$ cat config.mk
export PLATFORM = sky130hd
export DESIGN_NAME = booth_operand_loader
export DESIGN_NICKNAME = d
export VERILOG_FILES = /design/src/rtl/booth_operand_loader.sv
export SDC_FILE = /design/constraint.sdc
export NUM_CORES = 1
export LEC_CHECK = 0
export ABC_AREA = 1
export BUFFER_PORTS_ARGS = -buffer_cell sky130_fd_sc_hd__buf_2
export CAP_MARGIN = 20
export CORE_MARGIN = 1
export CORE_UTILIZATION = 41
export CTS_BUF_LIST = sky130_fd_sc_hd__clkbuf_2
export DETAILED_ROUTE_END_ITERATION = 16
export SLEW_MARGIN = 20
export SYNTH_ARGS = -nofsm -noshare
export SYNTH_HDL_FRONTEND = slang
export SYNTH_SLANG_ARGS = --single-unit
$ cat constraint.sdc
create_clock -name clk -period 3.1 [get_ports clk]
set_input_delay 0.62 -clock clk [delete_from_list [all_inputs] [get_ports clk]]
set_output_delay 0.62 -clock clk [all_outputs]
set_load 0.02 [all_outputs]
$ cat src/rtl/booth_operand_loader.sv
// Operand feeder for the radix-4 Booth multiplier.
// Buffers A/X pairs and streams them over the half-width bus.
module booth_operand_loader #(
    parameter int N     = 16,
    parameter int DEPTH = 2
) (
    input  logic           clk,
    input  logic           rst,
    input  logic           inValid,
    output logic           inReady,
    input  logic [N-1:0]   inA,
    input  logic [N-1:0]   inX,
    output logic [N/2-1:0] inBus,
    output logic           lmA,
    output logic           ldA,
    output logic           lmX,
    output logic           ldX,
    output logic           mulStart,
    input  logic           mulDone,
    output logic           busy,
    output logic [7:0]     opCount
);

    localparam int HALF = N / 2;
    localparam int AW   = (DEPTH > 1) ? $clog2(DEPTH) : 1;
    localparam logic [AW:0] C_FULL = (AW + 1)'(DEPTH);
    localparam logic [AW:0] C_ONE  = (AW + 1)'(1);

    typedef enum logic [2:0] {
        S_IDLE,
        S_ALO,
        S_AHI,
        S_XLO,
        S_XHI,
        S_START,
        S_WAIT
    } state_t;

    state_t        r_state;
    state_t        w_next;

    logic [N-1:0]  r_memA [DEPTH];
    logic [N-1:0]  r_memX [DEPTH];
    logic [AW-1:0] r_wp;
    logic [AW-1:0] r_rp;
    logic [AW:0]   r_cnt;
    logic [7:0]    r_opCount;

    logic          w_full;
    logic          w_empty;
    logic          w_push;
    logic          w_pop;
    logic [N-1:0]  w_hA;
    logic [N-1:0]  w_hX;

    assign w_full  = (r_cnt == C_FULL);
    assign w_empty = (r_cnt == '0);
    assign w_push  = inValid & ~w_full;
    assign w_pop   = (r_state == S_START);
    assign w_hA    = r_memA[r_rp];
    assign w_hX    = r_memX[r_rp];
    assign inReady = ~w_full;
    assign opCount = r_opCount;

    // FIFO storage; entries need no reset, the count guards them
    always_ff @(posedge clk) begin
        if (w_push) begin
            r_memA[r_wp] <= inA;
            r_memX[r_wp] <= inX;
        end
    end

    // FIFO pointers and occupancy; pointers wrap naturally
    always_ff @(posedge clk) begin
        if (rst) begin
            r_wp  <= '0;
            r_rp  <= '0;
            r_cnt <= '0;
        end else begin
            if (w_push) r_wp <= r_wp + 1'b1;
            if (w_pop)  r_rp <= r_rp + 1'b1;
            unique case ({w_push, w_pop})
                2'b10:   r_cnt <= r_cnt + C_ONE;
                2'b01:   r_cnt <= r_cnt - C_ONE;
                default: r_cnt <= r_cnt;
            endcase
        end
    end

    // State register and issued-operation counter
    always_ff @(posedge clk) begin
        if (rst) begin
            r_state   <= S_IDLE;
            r_opCount <= 8'd0;
        end else begin
            r_state <= w_next;
            if (w_pop) r_opCount <= r_opCount + 8'd1;
        end
    end

    // Next-state and Moore outputs decoded from state and FIFO head
    always_comb begin
        w_next   = r_state;
        inBus    = '0;
        ldA      = 1'b0;
        lmA      = 1'b0;
        ldX      = 1'b0;
        lmX      = 1'b0;
        mulStart = 1'b0;
        busy     = (r_state != S_IDLE);
        unique case (r_state)
            S_IDLE: begin
                if (!w_empty) w_next = S_ALO;
            end
            S_ALO: begin
                inBus  = w_hA[HALF-1:0];
                ldA    = 1'b1;
                w_next = S_AHI;
            end
            S_AHI: begin
                inBus  = w_hA[N-1:HALF];
                ldA    = 1'b1;
                lmA    = 1'b1;
                w_next = S_XLO;
            end
            S_XLO: begin
                inBus  = w_hX[HALF-1:0];
                ldX    = 1'b1;
                w_next = S_XHI;
            end
            S_XHI: begin
                inBus  = w_hX[N-1:HALF];
                ldX    = 1'b1;
                lmX    = 1'b1;
                w_next = S_START;
            end
            S_START: begin
                mulStart = 1'b1;
                w_next   = S_WAIT;
            end
            S_WAIT: begin
                if (mulDone) w_next = S_IDLE;
            end
            default: begin
                w_next = S_IDLE;
            end
        endcase
    end

endmodule

==> summary.md, run 1 <==
| Metric | Value |
|---|---|
| Crit share post-route | 91.52% |
| Via density | 4.691 |
| Final #Nets | 419 |
| First-pass GRT wire length | 10.06 mm |
| LEAKAGE | 1.605 nW |
| Most frequent cells in the layout | nand2_1, edfxtp_1, buf_2, inv_1, o21ai_0 |
| Initial antenna violation count | 0 |
| Vias in the first global route | 2062 |
| # hold bufs at CTS | 0 |
| Seq/Total Area, Yosys | 67.34% |
| CTS Buffer Depth | 2 |
| PostCTS Resize Cnt | 0 |
| PortBufs | 58 |
| CTS H-tree depth | 3 |
| GRT Overall Usage | 16.24% |
| Synthesis-stage register bit count | 80 |
| Post-route insts no fill | 488 |
| Commonest non-fill, non-tap cell in the layout | nand2_1 |
| Wire per inst | 13.36 um |
| Clk Latency, worst-skew pair | 0.49 ns |
| Iter 0 DRT Violations | 186 |
| CTS Sinks | 80 |
| Postcts setup bufs | 0 |
| Cts bufs inserted | 9 |
| Yosys warns | 0 |
| Max Cap Viol | 0 |
| Worst Max-Slew Pin Slew | 0.7511 ns |
| DR DRC count | 0 |
| Antenna diodes | 0 |
| Critical-path top delay cell | nor3_2 |
| Yosys cell types | 23 |
| Layout cells sized above 1 | 22.28% |
| ANT nets after route | 0 |
| CP top delay family | simple AND/OR/NAND/NOR gates |
| Critical Path RT | 2.48 ns |
| Clock skew | 0.01087 ns |
| RSZ-0062 raised after global routing | false |
| Die Y-Extent | 92.12 um |
| Setup TNS | 0 ns |
| Crit-path cells | inv_1, nor3_2, nand2_1, nand4_1, buf_2 |
| Root Buffer | clkbuf_2 |
| Post-DP HPWL | 4.446 mm |
| CP Max Fanout | 10 |
| Layout area overhead | 15.26% |
| Syn Nets | 356 |
| Hold crit path type | in -> reg |
| Placer congestion estimate | 0.8412 |
| Cell Area, Synth | 3329 um2 |
| Row count | 32 |
| Final min period | 2.837 ns |
| Max Slew Vio Count | 0 |
| CP peak stage delay | 0.60 ns |
| # IOs | 59 |
| Die Wd | 92.12 um |
| Total core area | 7807 um2 |
| WP data arrival | 2.22 ns |
| Die ar. | 8485 um2 |
| Hold_ws | 0.2920 ns |
| Buf+Inv Stages, Crit Path | 2 |
| Status | complete, no violations |
| VDD IR max | 276.6 uV |
| Largest net degree at the start of global routing | 34 |
| Reg clk slew, reported paths | 0.21 ns |
| Kind of critical path | reg -> out |
| Syn avg cell area | 10.47 um2 |
| Slew HR | 49.65% |
| Pwr Density | 549.5 nW/um2 |
| Final Util | 49.15% |
| Via count | 2289 |
| Initial core utilization | 42.64% |
| Maximum clock rate | 0.3525 GHz |
| Drt first pass iters | 4 |
| Total gr overflow | 0 |
| CTS tree | built |
| Cell count after synthesis | 318 |
| Hold Vio Cnt, Final | 0 |
| Crit end category | primary output |
| Final WL | 6.520 mm |
| Setup violators final | 0 |
| Critical Path Start Type | flip-flop |
| Placed Cells | 472 |
[area by class of cell]
cell class | instances | area (um2)
fillers | 744 | 3970
flip-flops and latches | 80 | 2243
multi-input cells | 177 | 847.1
repair buffers | 62 | 320.3
inverters | 51 | 191.4
well taps | 102 | 127.6
clock inverters | 7 | 62.56
clock buffers | 9 | 45.04
[kinds of logic after synthesis]
logic type      Yosys count  synth area share (%)
fa+ha+maj                 2                0.7515
flops                    80                 67.34
simple gates            125                 16.54
compound gates           47                 7.215
xor+xnor                  3                0.7893
buf+inv                  61                 7.366
[worst paths after layout]
kind	startpoint	endpoint	slack, ns	depth (start not counted)
worst max-delay path	r_state[2]$_SDFFE_PP0P_	inBus[2]	0.26	5
worst min-delay path	inX[9]	r_memX[0][9]$_DFFE_PP_	0.29	1
worst max register to register	r_state[0]$_SDFFE_PP0P_	r_cnt[1]$_SDFFE_PP0P_	1.43	7
worst min register to register	r_cnt[0]$_SDFFE_PP0P_	r_cnt[0]$_SDFFE_PP0P_	0.52	1
[Yosys cell counts]
library cell  instances  area share (%)
a21oi_1               8             1.2
buf_2                 4            0.60
buf_4                 1            0.23
buf_6                 1            0.34
clkbuf_1              4            0.45
dfxtp_1              16             9.6
edfxtp_1             64              58
ha_1                  2            0.75
inv_1                49             5.5
inv_2                 2            0.23
nand2_1              83             9.4
nand3_1               5            0.75
nand3_4               1            0.53
nand4_1              12             2.3
nor2_1               18             2.0
nor2_4                1            0.34
nor3_1                2            0.30
nor3_2                1            0.30
nor3_4                1            0.49
o21a_1                2            0.45
o21ai_0              37             5.6
or2_2                 1            0.19
xor2_1                3            0.79
[where the power goes]
group          switching [W]  total [W]  internal (W)
logic               0.000218   0.000319      0.000101
registers          0.0000334    0.00127       0.00123
clock network       0.000346   0.000523      0.000178
total               0.000597    0.00211       0.00151
[worst reg2reg max path, cell delays in order (launching register included)]
cell     delay [ns]
dfxtp_1        0.60
nand3_4        0.19
inv_1          0.15
ha_1           0.18
xor2_1         0.21
nand2_1        0.07
o21ai_0        0.15
nor2_1         0.05
[metal layers]
metal / track usage [%] / routed length [um] / vias up
met5: 0 / 0 / -
met4: 7.552 / 66 / 0
met3: 4.892 / 366 / 7
met2: 24.25 / 2977 / 64
met1: 21.66 / 3109 / 1043
li1: - / - / 1175
[sequential cells by signal (all words and copies together), names as in the netlist, named ones only]
signal   cells
r_memA      32
r_memX      32
opCount      8
r_state      3
r_cnt        2
r_rp         1
r_wp         1
[through the flow]
stage	power, W	worst slack, ns	instance area, um2
after floorplan	0.001493	0.5491	3329
after global placement	0.001608	0.8370	3730
after detailed placement	0.001614	0.7814	3730
after CTS	0.002131	0.1666	3837
after global routing	0.002210	0.06330	3837
final	0.002108	0.2627	3837
Note: power is estimated with default switching activity, not from simulation.
==> run 2: changes to the inputs <==
--- a/config.mk
+++ b/config.mk
@@ -5,13 +5,12 @@
 export SDC_FILE = /design/constraint.sdc
 export NUM_CORES = 1
 export LEC_CHECK = 0
-export ABC_AREA = 1
-export BUFFER_PORTS_ARGS = -buffer_cell sky130_fd_sc_hd__buf_2
 export CAP_MARGIN = 20
 export CORE_MARGIN = 1
 export CORE_UTILIZATION = 41
 export CTS_BUF_LIST = sky130_fd_sc_hd__clkbuf_2
 export DETAILED_ROUTE_END_ITERATION = 16
+export DONT_BUFFER_PORTS = 1
 export SLEW_MARGIN = 20
 export SYNTH_ARGS = -nofsm -noshare
 export SYNTH_HDL_FRONTEND = slang
==> run 2 against run 1 <==
  * Clock power is 12% higher
  * Core utilization is 2.8 points lower
  * Sequential cell count stayed put
  * First-iteration DRC count is 44% lower
  * Sequential share of layout area is 6.9 points higher
  * Hold slack worse by 0.16 ns
  * Critical path type unchanged
  * Largest cell class unchanged
  * Largest power group unchanged
==> summary.md, run 2 <==
| Metric | Value |
|---|---|
| Hold EP | r_cnt[1]$_SDFFE_PP0P_ (was r_memX[0][9]$_DFFE_PP_) |
| Post-Route M1 WL | 2.439 mm (was 3.109 mm) |
| CP Max Fanout | 11 (was 10) |
| Seq/Total Area, Yosys | 69.78% (was 67.34%) |
| Placer congestion estimate | 0.7030 (was 0.8412) |
| Post-DP HPWL | 3.644 mm (was 4.446 mm) |
| Cell count after synthesis | 215 (was 318) |
| Pwr Density | 600.3 nW/um2 (was 549.5 nW/um2) |
| Post-synth ARST share | 0% (unchanged) |
| Die ar. | 8195 um2 (was 8485 um2) |
| CP peak stage delay | 0.63 ns (was 0.60 ns) |
| Row count | 31 (was 32) |
| Yosys cell types | 33 (was 23) |
| Hold depth | 1 (unchanged) |
| Syn Nets | 253 (was 356) |
| Cell Area, Synth | 3213 um2 (was 3329 um2) |
| Kind of critical path | reg -> out (unchanged) |
| Commonest cells post-synth | edfxtp_1, mux2i_1, dfxtp_1, o22ai_1, a21oi_1 (was nand2_1, edfxtp_1, inv_1) |
| Seq pwr share | 61.4% (was 60.0%) |
| DR DRC count | 0 (unchanged) |
| Antenna diodes | 0 (unchanged) |
| Met3 WL post-DR | 579 um (was 366 um) |
| Worst min-delay path startpoint | rst (was inX[9]) |
| Layout area overhead | 6.853% (was 15.26%) |
| Die Wd | 90.53 um (was 92.12 um) |
| R2r worst-path depth | 5 (was 7) |
| Crit end category | primary output (unchanged) |
| Final #Nets | 255 (was 419) |
| Ranking of synthesized cells by area | edfxtp_1, mux2i_1, dfxtp_1 (was edfxtp_1, dfxtp_1, nand2_1) |
| Layout cells sized above 1 | 10.36% (was 22.28%) |
| CTS H-tree depth | 3 (unchanged) |
| CTS Buffer Depth | 2 (unchanged) |
| Crit-path cells | or3b_2, o22ai_1, or2_1 (was inv_1, nor3_2, nand2_1, nand4_1, buf_2) |
| Hold Vio Cnt, Final | 0 (unchanged) |
| Setup TNS | 0 ns (unchanged) |
| # hold bufs at CTS | 0 (unchanged) |
| CTS Sinks | 80 (unchanged) |
| Clock skew | 0.03859 ns (was 0.01087 ns) |
| ANT nets after route | 0 (unchanged) |
| Die Y-Extent | 90.53 um (was 92.12 um) |
| Yosys warns | 0 (unchanged) |
| Maximum clock rate | 0.3547 GHz (was 0.3525 GHz) |
| Cts bufs inserted | 9 (unchanged) |
| Max Slew Vio Count | 0 (unchanged) |
| Via count | 1713 (was 2289) |
| Total core area | 7408 um2 (was 7807 um2) |
| Sw Pwr | 0.0005576 W (was 0.0005968 W) |
| Critical-path top delay cell | or3b_2 (was nor3_2) |
| GRT Overall Usage | 14.42% (was 16.24%) |
| Initial antenna violation count | 0 (unchanged) |
| VDD IR max | 261.1 uV (was 276.6 uV) |
| WP data arrival | 2.20 ns (was 2.22 ns) |
| Postcts setup bufs | 0 (unchanged) |
| Vias in the first global route | 1658 (was 2062) |
| Post-synth EDFFs | 64 (unchanged) |
| Slew HR | 66.77% (was 49.65%) |
| Wire per inst | 17.46 um (was 13.36 um) |
| Iter 0 DRT Violations | 105 (was 186) |
| Clk Latency, worst-skew pair | 0.51 ns (was 0.49 ns) |
| Critical Path RT | 2.48 ns (about the same) |
| R2R setup slack | 1.17 ns (was 1.43 ns) |
| # IOs | 59 (unchanged) |
| Status | complete, no violations (unchanged) |
| Routed wl met2 | 2.468 mm (was 2.977 mm) |
| Top layer in use | met4 (unchanged) |
| CTS tree | built (unchanged) |
| Most frequent cells in the layout | edfxtp_1, mux2i_1, o22ai_1, dfxtp_1, a21oi_1 (was nand2_1, edfxtp_1, buf_2, inv_1, o21ai_0) |
| R2r endpoint | r_cnt[1]$_SDFFE_PP0P_ (unchanged) |
| Worst Max-Slew Pin Slew | 0.4970 ns (was 0.7511 ns) |
| RSZ-0062 raised after global routing | false (unchanged) |
| Total gr overflow | 0 (unchanged) |
| Largest net degree at the start of global routing | 33 (was 34) |
| Final WL | 5.606 mm (was 6.520 mm) |
| Max Cap Viol | 0 (unchanged) |
| Crit share post-route | 90.93% (was 91.52%) |
| First-pass GRT wire length | 8.638 mm (was 10.06 mm) |
| Hold crit path type | in -> reg (unchanged) |
| Hold_ws | 0.1290 ns (was 0.2920 ns) |
| Clock power frac | 28.3% (was 24.8%) |
| Syn avg cell area | 14.94 um2 (was 10.47 um2) |
| Final min period | 2.819 ns (was 2.837 ns) |
| Sw Share | 27.06% (was 28.31%) |
| Commonest non-fill, non-tap cell in the layout | edfxtp_1 (was nand2_1) |
| Top cell type's share of synthesized area | 59.81% (was 57.72%) |
| Reg clk slew, reported paths | 0.25 ns (was 0.21 ns) |
| Root Buffer | clkbuf_2 (unchanged) |
| LEAKAGE | 1.130 nW (was 1.605 nW) |
| Logic pwr share | 10.3% (was 15.1%) |
| Ys flop type | edfxtp_1 (unchanged) |
| Setup violators final | 0 (unchanged) |
| Post-synth top area cell | edfxtp_1 (unchanged) |
| Initial core utilization | 43.37% (was 42.64%) |
| Drt first pass iters | 4 (unchanged) |
| Synthesis-stage register bit count | 80 (unchanged) |
| PortBufs | 0 (was 58) |
| Via density | 5.336 (was 4.691) |
| Pint | 0.001503 W (was 0.001512 W) |
| Critical Path Start Type | flip-flop (unchanged) |
| Count leader, synth | edfxtp_1 (was nand2_1) |
| FF-to-FF Start | r_state[1]$_SDFFE_PP0P_ (was r_state[0]$_SDFFE_PP0P_) |
| PostCTS Resize Cnt | 0 (unchanged) |
run 2: metrics by stage:
step / setup slack (ns) / util (%) / cell area [um2] / total power (W) / std cells
4_1_cts: 0.2205 / 46.34 / 3433 / 0.002091 / 321
3_5_place_dp: 0.8449 / 44.59 / 3303 / 0.001504 / 305
5_1_grt: 0.09181 / 46.34 / 3433 / 0.002147 / 321
3_3_place_gp: 0.8302 / 44.59 / 3303 / 0.001503 / 305
6_report: 0.2810 / 46.34 / 3433 / 0.002061 / 321
2_1_floorplan: 1.146 / - / 3213 / 0.001465 / 215
run 2: cell type report:
cell class	instances	area, um2
clock buffer	9	45.04
clock inverter	7	85.08
sequential	80	2243
multi-input combinational	118	882.1
tap	99	123.9
timing repair buffer	3	35.03
fill	656	3975
inverter	5	18.77
run 2: how the worst max path moves through the flow:
stage / to / from
3_5_place_dp: inBus[0] / r_state[2]$_SDFFE_PP0P_
2_1_floorplan: r_memA[1][0]$_DFFE_PP_ / r_cnt[0]$_SDFFE_PP0P_
5_1_grt: inBus[0] / r_state[0]$_SDFFE_PP0P_
3_3_place_gp: inBus[0] / r_state[2]$_SDFFE_PP0P_
6_report: inBus[6] / r_state[0]$_SDFFE_PP0P_
4_1_cts: inBus[6] / r_state[0]$_SDFFE_PP0P_
run 2: cell families after synthesis:
family	share of synthesized area, %
flip-flops	69.78
AND/OR/NAND/NOR	8.216
AO/OA/AOI/OAI	6.815
multiplexers	10.28
buffers and inverters	2.765
XOR/XNOR	1.363
adder cells (fa/ha/maj)	0.7787
run 2: routing by layer:
metal,track usage (%),vias up
met5,0,-
met4,7.930,0
met3,7.828,13
met2,20.58,55
met1,17.28,818
li1,-,827
run 2: worst max-delay path, delay by kind of cell, from the launching register on:
kind / cells / cell delay, ns
and+or+nand+nor: 2 / 0.89
DFF: 1 / 0.58
AOI/OAI and AO/OA: 1 / 0.22
run 2: power by group through the flow:
stage | Clock (W) | Combinational [W] | Sequential, W
CTS | 0.000610 | 0.000215 | 0.00127
global placement | 0 | 0.000214 | 0.00129
finish | 0.000584 | 0.000211 | 0.00127
global route | 0.000643 | 0.000229 | 0.00127
detailed placement | 0 | 0.000214 | 0.00129
floorplan | 0 | 0.000192 | 0.00127
